[config.mk]
export PLATFORM = sky130hd
export DESIGN_NAME = addnb_seq
export DESIGN_NICKNAME = d
export VERILOG_FILES = /design/src/rtl/addnb_seq.sv
export SDC_FILE = /design/constraint.sdc
export NUM_CORES = 1
export LEC_CHECK = 0
export CAP_MARGIN = 20
export CORE_MARGIN = 5
export CORE_UTILIZATION = 40
export DETAILED_ROUTE_END_ITERATION = 10
export PLACE_DENSITY = 0.65
export SLEW_MARGIN = 20
export SYNTH_ARGS = -nofsm -noshare
export SYNTH_HDL_FRONTEND = slang
export SYNTH_SLANG_ARGS = --single-unit
[constraint.sdc]
create_clock -name clk -period 3.61 [get_ports clk]
set_input_delay 0.722 -clock clk [delete_from_list [all_inputs] [get_ports clk]]
set_output_delay 0.722 -clock clk [all_outputs]
set_load 0.05 [all_outputs]
[src/rtl/addnb_seq.sv]
// addnb_seq: multi-cycle W-bit adder processing C bits per clock (N = W/C cycles per add).
// Optional subtract mode is enabled by defining ADDNB_SUB_EN (adds the sub port).
`default_nettype none

module addnb_seq #(
  parameter int W = 8,
  parameter int C = 2
) (
  input  logic         clk,
  input  logic         rst_b,
  input  logic         start,
  input  logic [W-1:0] x,
  input  logic [W-1:0] y,
  input  logic         ci,
`ifdef ADDNB_SUB_EN
  input  logic         sub,
`endif
  output logic [W-1:0] z,
  output logic         co,
  output logic         ovf,
  output logic         busy,
  output logic         done
);

  localparam int N  = W / C;
  localparam int CW = (N > 1) ? $clog2(N) : 1;

  typedef enum logic [0:0] {
    IDLE = 1'b0,
    RUN  = 1'b1
  } state_t;

  state_t         state;
  state_t         state_nx;
  logic [W-1:0]   xa;
  logic [W-1:0]   yb;
  logic [W-1:0]   res;
  logic [W-1:0]   res_nx;
  logic           carry;
  logic [CW-1:0]  cnt;
  logic [C:0]     csum;
  logic           last;
  logic           accept;
  logic           cin_msb;
  logic [W-1:0]   y_in;
  logic           c_in;

`ifdef ADDNB_SUB_EN
  // Two's-complement subtract: invert B and fold the +1 into the carry-in.
  assign y_in = y ^ {W{sub}};
  assign c_in = ci ^ sub;
`else
  assign y_in = y;
  assign c_in = ci;
`endif

  // Operands shift right each cycle, so chunk k always sits in the low C bits.
  assign csum    = {1'b0, xa[C-1:0]} + {1'b0, yb[C-1:0]} + {{C{1'b0}}, carry};
  assign res_nx  = (res >> C) | (W'(csum[C-1:0]) << (W - C));
  assign cin_msb = csum[C-1] ^ xa[C-1] ^ yb[C-1];
  assign last    = (cnt == CW'(N - 1));
  assign busy    = (state == RUN);

  always_ff @(posedge clk) begin
    if (!rst_b) state <= IDLE;
    else        state <= state_nx;
  end

  always_comb begin
    state_nx = state;
    accept   = 1'b0;
    case (state)
      IDLE: begin
        if (start) begin
          accept   = 1'b1;
          state_nx = RUN;
        end
      end
      RUN: begin
        if (last) state_nx = IDLE;
      end
      default: state_nx = IDLE;
    endcase
  end

  always_ff @(posedge clk) begin
    if (!rst_b) begin
      xa    <= '0;
      yb    <= '0;
      res   <= '0;
      carry <= 1'b0;
      cnt   <= '0;
      z     <= '0;
      co    <= 1'b0;
      ovf   <= 1'b0;
      done  <= 1'b0;
    end else begin
      done <= 1'b0;
      if (accept) begin
        xa    <= x;
        yb    <= y_in;
        carry <= c_in;
        cnt   <= '0;
        res   <= '0;
      end else if (state == RUN) begin
        xa    <= xa >> C;
        yb    <= yb >> C;
        carry <= csum[C];
        res   <= res_nx;
        cnt   <= cnt + 1'b1;
        if (last) begin
          z    <= res_nx;
          co   <= csum[C];
          ovf  <= cin_msb ^ csum[C];
          done <= 1'b1;
        end
      end
    end
  end

endmodule

`default_nettype wire

### Word-level counts from Yosys, hierarchy flattened

Cells that the tools add are included.

| storage, ports and cells | value |
|---|---|
| bits in registers | 39 |
| bits of input ports | 20 |

| operators by class | value |
|---|---|
| add/subtract/negate cells | 3 |
| reduce and logical (&&, ||, !) cells | 4 |
| equal/unequal tests | 1 |
| multiplexer cells | 11 |
| bitwise logic cells | 7 |

Operators with widths:

| operator | number |
|---|---|
| $mux W8 | 4 |
| $or A6 B8 Y8 | 1 |
| $mux W1 | 6 |
| $add A2 B2 Y3 | 1 |
| $add A3 B1 Y3 | 1 |
| $not A1 Y1 | 3 |
| $reduce_and A3 Y1 | 1 |
| $reduce_or A3 Y1 | 1 |
| $xor A1 B1 Y1 | 3 |
| $add A2 B1 Y2 const B | 1 |
| $eq A2 B2 Y1 const B | 1 |
| $pmux W1 S2 | 1 |
| $reduce_bool A2 Y1 | 1 |
| $reduce_or A2 Y1 | 1 |

### Longest topological paths before layout

Gate-level depths: netlist of run 1.

| logic depth | value |
|---|---|
| depth after elaboration | 5 |
| gate-level depth with buffers | 6 |
| depth with buffers taken out | 6 |

### Worst setup path before layout of run 1

OpenSTA, ideal clock, no wires.

| timing path | value |
|---|---|
| path kind | reg-to-reg |
| start | reg xa[0] |
| end | reg ovf |
| stages on the path, launching flop included | 7 |
| clock period less this slack | 1.815 ns |
| path slack | 1.795 ns |
| data arrival time | 1.696 ns |
| cell sequence | dfxtp_1 inv_1 fa_1 fa_1 xor2_1 xnor2_1 a21oi_2 |

| between the ends | value |
|---|---|
| word-level cells in the longest chain between the ends | 5 |

RTL lines:

| what | RTL line | RTL |
|---|---|---|
| start: declaration | 35 | `logic [W-1:0] xa;` |
| start signal: assignment | 106 | `xa <= xa >> C;` |
| $add A2 B2 Y3 (*) | 58 | `assign csum = {1'b0, xa[C-1:0]} + {1'b0, yb[C-1:0]} + {{C{1'b0}}, carry};` |
| $add A3 B1 Y3 (*) | 58 |  |
| $xor A1 B1 Y1 (2 in series) | 60 | `assign cin_msb = csum[C-1] ^ xa[C-1] ^ yb[C-1];` |
| $xor A1 B1 Y1 (*) | 114 | `ovf <= cin_msb ^ csum[C];` |
| end signal: assignment | 114 |  |
| end: declaration | 20 | `output logic ovf,` |

Every way passes the cells marked *; elsewhere a longest branch is shown, timed or not.
A chain may end at the register's enable or synchronous reset.

### Final worst setup path of run 1

| timing path | value |
|---|---|
| start | reg state (netlist: busy) |
| end | out busy |

RTL lines:

| what | RTL line | RTL |
|---|---|---|
| start: declaration | 33 | `state_t state;` |
| start signal: assignment | 66 | `else state <= state_nx;` |
| end: declaration | 21 | `output logic busy,` |

No word-level cell between the ends.

==> impl_metrics.ini, run 1 <==
[yosys]
synth_cell_types = 26
yosysSeqAreaShare_pct = 47.0
syn_area_per_cell_um2 = 9.61
async_reset_ff_share_pct = 0
yosys-top-cells-count = dfxtp_1, nand2_1, a21oi_1, mux2i_1, o21ai_0
synth_nets = 187
netlist_area_um2 = 1580
synthCells = 164
ys_warn_count = 0
netlist_top_cells_area = dfxtp_1, mux2i_1, a21oi_1
synth_enable_flop_cells = 0
yosys.cell_count.top_type = dfxtp_1
yosysTopAreaCellShare_pct = 47.0
synth_ff_type = dfxtp_1
yosysTopAreaCell = dfxtp_1
ys_ff_latch = 37

[global_route]
grt_pass1_vias = 1074
grt_use_total_pct = 11.2
grt_max_degree = 35
antenna_found_initial = 0
grt_pass1_wl_um = 4620
overflow = 0

[cts]
hold_buffers = 0
clock_latency_ns = 0.28
clock-root-buffer = clkbuf_8
cts_max_level = 2
ctsResizeCount = 0
cts.path.max_buffers = 2
cts_num_sinks = 37
cts_setup_buffers = 0
clk_pin_slew_ns = 0.07
cts_tree = built
cts_made_buffers = 5

[layout]
final_nets = 214
final_util_pct = 53.0
antenna_cells = 0
syn2layout_area_growth_pct = 26.1
finalNonFillerCells = 240
drive_above_1_share_pct = 6.25

[critical_path]
critPathRequiredTime_ns = 2.89
worstPathArrival_ns = 1.90
max_stage_delay_ns = 0.92
cp_slowest_cell = clkdlybuf4s50_1
path_cells = clkdlybuf4s50_1
crit_buf_inv = 1
start_kind = flip-flop
endpoint_kind = primary output
critPathTopFamily = buffers and inverters
r2r_slack_ns = 1.71
reg2reg_depth = 6
path_class = flip-flop to primary output
path_depth = 1
crit_fanout = 20

[sta]
tns_ns = 0
skew_ns = 0.00837
slew_headroom_pct = 35.7
finalSetupViolCount = 0
fmax_ghz = 0.381
hold_slack_ns = 0.439
drv_slew = 0
rsz0062_at_grt = false
fin_crit_sh_pct = 72.7
period_needed_ns = 2.62
worst_pin_slew_ns = 0.961
hold_viol = 0

[place]
dp.cells = 232
hpwlAfterDp_um = 2010
place.gp.congestion = 0.689
numPortBuffers = 31

[power]
power.density_nw_per_um2 = 456
ir_drop_mv = 0.230
finalPower_uw = 906
p_leak_uw = 0.000791

[drt]
ant_nets = 0
routed.top_layer = met4
drtIter0Drc = 72
drc = 0
routed_via_density = 4.86
wl_met1_um = 1350
wirelength_um = 2860
wl_met3_um = 178
first_pass_iters = 4
vias = 1166
drt-wirelength-per-cell_um = 11.9
wl_met2_um = 1300

[min_path]
hold_class = flip-flop to flip-flop
hold_depth = 2

[floorplan]
placementRows = 22
ioPinCount = 32
placeableCoreArea_um2 = 3740
die_y_um = 72.8
die_width_um = 72.8
initial_utilization_pct = 42.1
dieArea_um2 = 5290

[run]
cap_viol_max_count = 0

[status]
status = finished, final reports clean
==> per-layer routing <==
layer	vias to the layer above	global-route usage, %
met5	-	0
met4	0	4.51
met3	5	3.72
met2	22	17.9
met1	535	13.8
li1	604	-
==> cells in the final DEF (no fill, tap or decap), drive strengths merged, types with 7 or more instances in the layout <==
cell | netlist | routed
mux2i | 18 | 18
clkdlybuf4s50 | 0 | 31
nand2 | 19 | 19
nor3b | 8 | 8
o21ai | 13 | 13
nor2 | 7 | 7
clkbuf | 3 | 7
a21oi | 19 | 19
dfxtp | 37 | 37
==> sequential cells by signal, summed over array words and instances, names as in the netlist <==
name,cells
carry,1
cnt,2
busy,1
z,8
res,6
co,1
ovf,1
xa,8
yb,8
done,1
==> where the power goes <==
part | switching (µW) | total, µW | internal [µW] | leakage [µW]
Sequential | 13.9 | 441 | 427 | 0.000302
Clock | 137 | 362 | 225 | 0.0000585
Combinational | 49.3 | 104 | 54.4 | 0.000430
Total | 200 | 906 | 707 | 0.000791
==> cell type report <==
type,instances,area (µm²)
Fill cell,382,1760
Sequential cell,37,741
Multi-Input combinational cell,109,728
Timing Repair Buffer,32,318
Clock buffer,7,86.3
Tap cell,48,60.1
Clock inverter,1,30.0
Inverter,6,22.5
==> path summary, 6_finish.rpt <==
path / end / start
max: busy / busy
min: z[0] / res[2]
max reg2reg: ovf / yb[0]
min reg2reg: z[0] / res[2]
==> stage by stage <==
step                setup WS [ns]  instance area [µm²]
floorplan                    1.80                 1580
global route                0.890                 1990
finish                      0.986                 1990
detailed placement           1.26                 1870
global placement             1.29                 1870
CTS                         0.977                 1990
==> cells by family (layout without fill, tap and decap cells) <==
| logic type | Yosys count | count (layout) | share of synthesized area, % |
|---|---|---|---|
| compound gates | 43 | 43 | 16.1 |
| simple gates | 42 | 42 | 13.7 |
| flops | 37 | 37 | 47.0 |
| xor+xnor | 3 | 3 | 1.67 |
| fa+ha+maj | 3 | 3 | 3.34 |
| mux | 18 | 18 | 11.4 |
| buf+inv | 18 | 46 | 6.75 |
Note: power is estimated with default switching activity, not from simulation.
==> run 2: changes to the inputs <==
==> constraint.sdc (replaced) <==
create_clock -name clk -period 2.6 [get_ports clk]
set_input_delay 0.52 -clock clk [delete_from_list [all_inputs] [get_ports clk]]
set_output_delay 0.52 -clock clk [all_outputs]
set_load 0.05 [all_outputs]
==> impl_metrics.ini, run 2 (synthesis results as in run 1) <==
[critical_path]
crit_buf_inv = 1
critPathRequiredTime_ns = 2.08
max_stage_delay_ns = 0.82
start_kind = flip-flop
critPathTopFamily = buffers and inverters
crit_fanout = 2
cp_slowest_cell = clkdlybuf4s50_1
path_class = flip-flop to primary output
path_cells = clkdlybuf4s50_1
worstPathArrival_ns = 1.45
endpoint_kind = primary output

[floorplan]
ioPinCount = 32
placementRows = 22
placeableCoreArea_um2 = 3740
initial_utilization_pct = 42.1
die_y_um = 72.8
dieArea_um2 = 5290
die_width_um = 72.8

[cts]
cts_setup_buffers = 0
clock-root-buffer = clkbuf_8
hold_buffers = 0
cts_made_buffers = 5
clock_latency_ns = 0.29
cts.path.max_buffers = 2
ctsResizeCount = 0
cts_max_level = 2
cts_tree = built
cts_num_sinks = 37
clk_pin_slew_ns = 0.07

[sta]
skew_ns = 0.00170
hold_viol = 0
fin_crit_sh_pct = 75.6
period_needed_ns = 1.97
slew_headroom_pct = 57.6
finalSetupViolCount = 0
drv_slew = 0
setup_slack_ns = 0.635
worst_pin_slew_ns = 0.634
tns_ns = 0
fmax_ghz = 0.509
rsz0062_at_grt = false

[status]
status = finished, final reports clean

[global_route]
use_met1_pct = 15.1
overflow = 0
grt_pass1_vias = 1214
met2_usage_pct = 20.7
antenna_found_initial = 0
grt_pass1_wl_um = 5220
top_usage_layer = met2
grt_max_degree = 29
grt_use_total_pct = 12.7
met3_usage_pct = 4.55

[layout]
final_util_pct = 53.2
syn2layout_area_growth_pct = 26.5
drive_above_1_share_pct = 8.21
antenna_cells = 0
largestRegisters = xa (8), yb (8), z (8)
final_nets = 217
nFillCells = 359
final_common_cell = dfxtp_1
multi_input_area_um2 = 728
layout_common_cells = dfxtp_1, clkdlybuf4s50_1, nand2_1
regArea_um2 = 741

[place]
hpwlAfterDp_um = 2140
numPortBuffers = 31
pre_cts_ws_ns = 0.697
place.gp.congestion = 0.718

[min_path]
hold_class = flip-flop to flip-flop

[drt]
drc = 0
vias = 1181
drt-wirelength-per-cell_um = 12.4
wirelength_um = 3020
first_pass_iters = 4
ant_nets = 0
drtIter0Drc = 54
routed_via_density = 4.86

[power]
power.density_nw_per_um2 = 601
p_leak_uw = 0.000801
ir_drop_mv = 0.366

[run]
cap_viol_max_count = 0
## run 2: cell count changes in the layout (fill, tap and decap cells not counted)
cell       change
buf_4          +3
bufinv_16      -1
clkbuf_1       -1
clkbuf_8       +1
clkinv_2       +1
## run 2: layer usage
layer,wire (µm),vias to the layer above
met5,0,-
li1,-,621
met2,1410,22
met3,164,5
met4,48,0
met1,1400,533
## run 2: layout make-up
cell class	count	share of cell area, %
Clock buffer	7	4.83
Clock inverter	1	0.251
Inverter	6	1.13
Multi-Input combinational cell	109	36.5
Sequential cell	37	37.2
Tap cell	48	3.01
Timing Repair Buffer	35	17.1
## run 2: through the flow
step | instance area (µm²) | hold WS, ns | cells | power [µW]
6_report | 1990 | 0.448 | 243 | 1200
5_1_grt | 1990 | 0.470 | 243 | 1250
4_1_cts | 1990 | 0.455 | 243 | 1210
3_3_place_gp | 1890 | 0.437 | 235 | 770
2_1_floorplan | 1580 | 0.426 | 164 | 725
3_5_place_dp | 1890 | 0.445 | 235 | 778
## run 2: path summary, 6_finish.rpt
check             slack (ns)  startpoint   end  depth (start not counted)
setup / recovery        0.63         ovf   ovf                          1
hold / removal          0.45      res[2]  z[0]                          2
setup reg to reg        0.70       xa[0]   ovf                          6
hold reg to reg         0.45      res[2]  z[0]                          2
## run 2: worst min-delay path, cell delays in order, from the launching register on
cell and delay (ns):
dfxtp_1 0.31, nand2_1 0.05, a21boi_1 0.05
## run 2: power by group
group	switching, µW	internal (µW)
sequential	14.9	593
combinational	76.0	79.0
clock	196	239
total	287	911
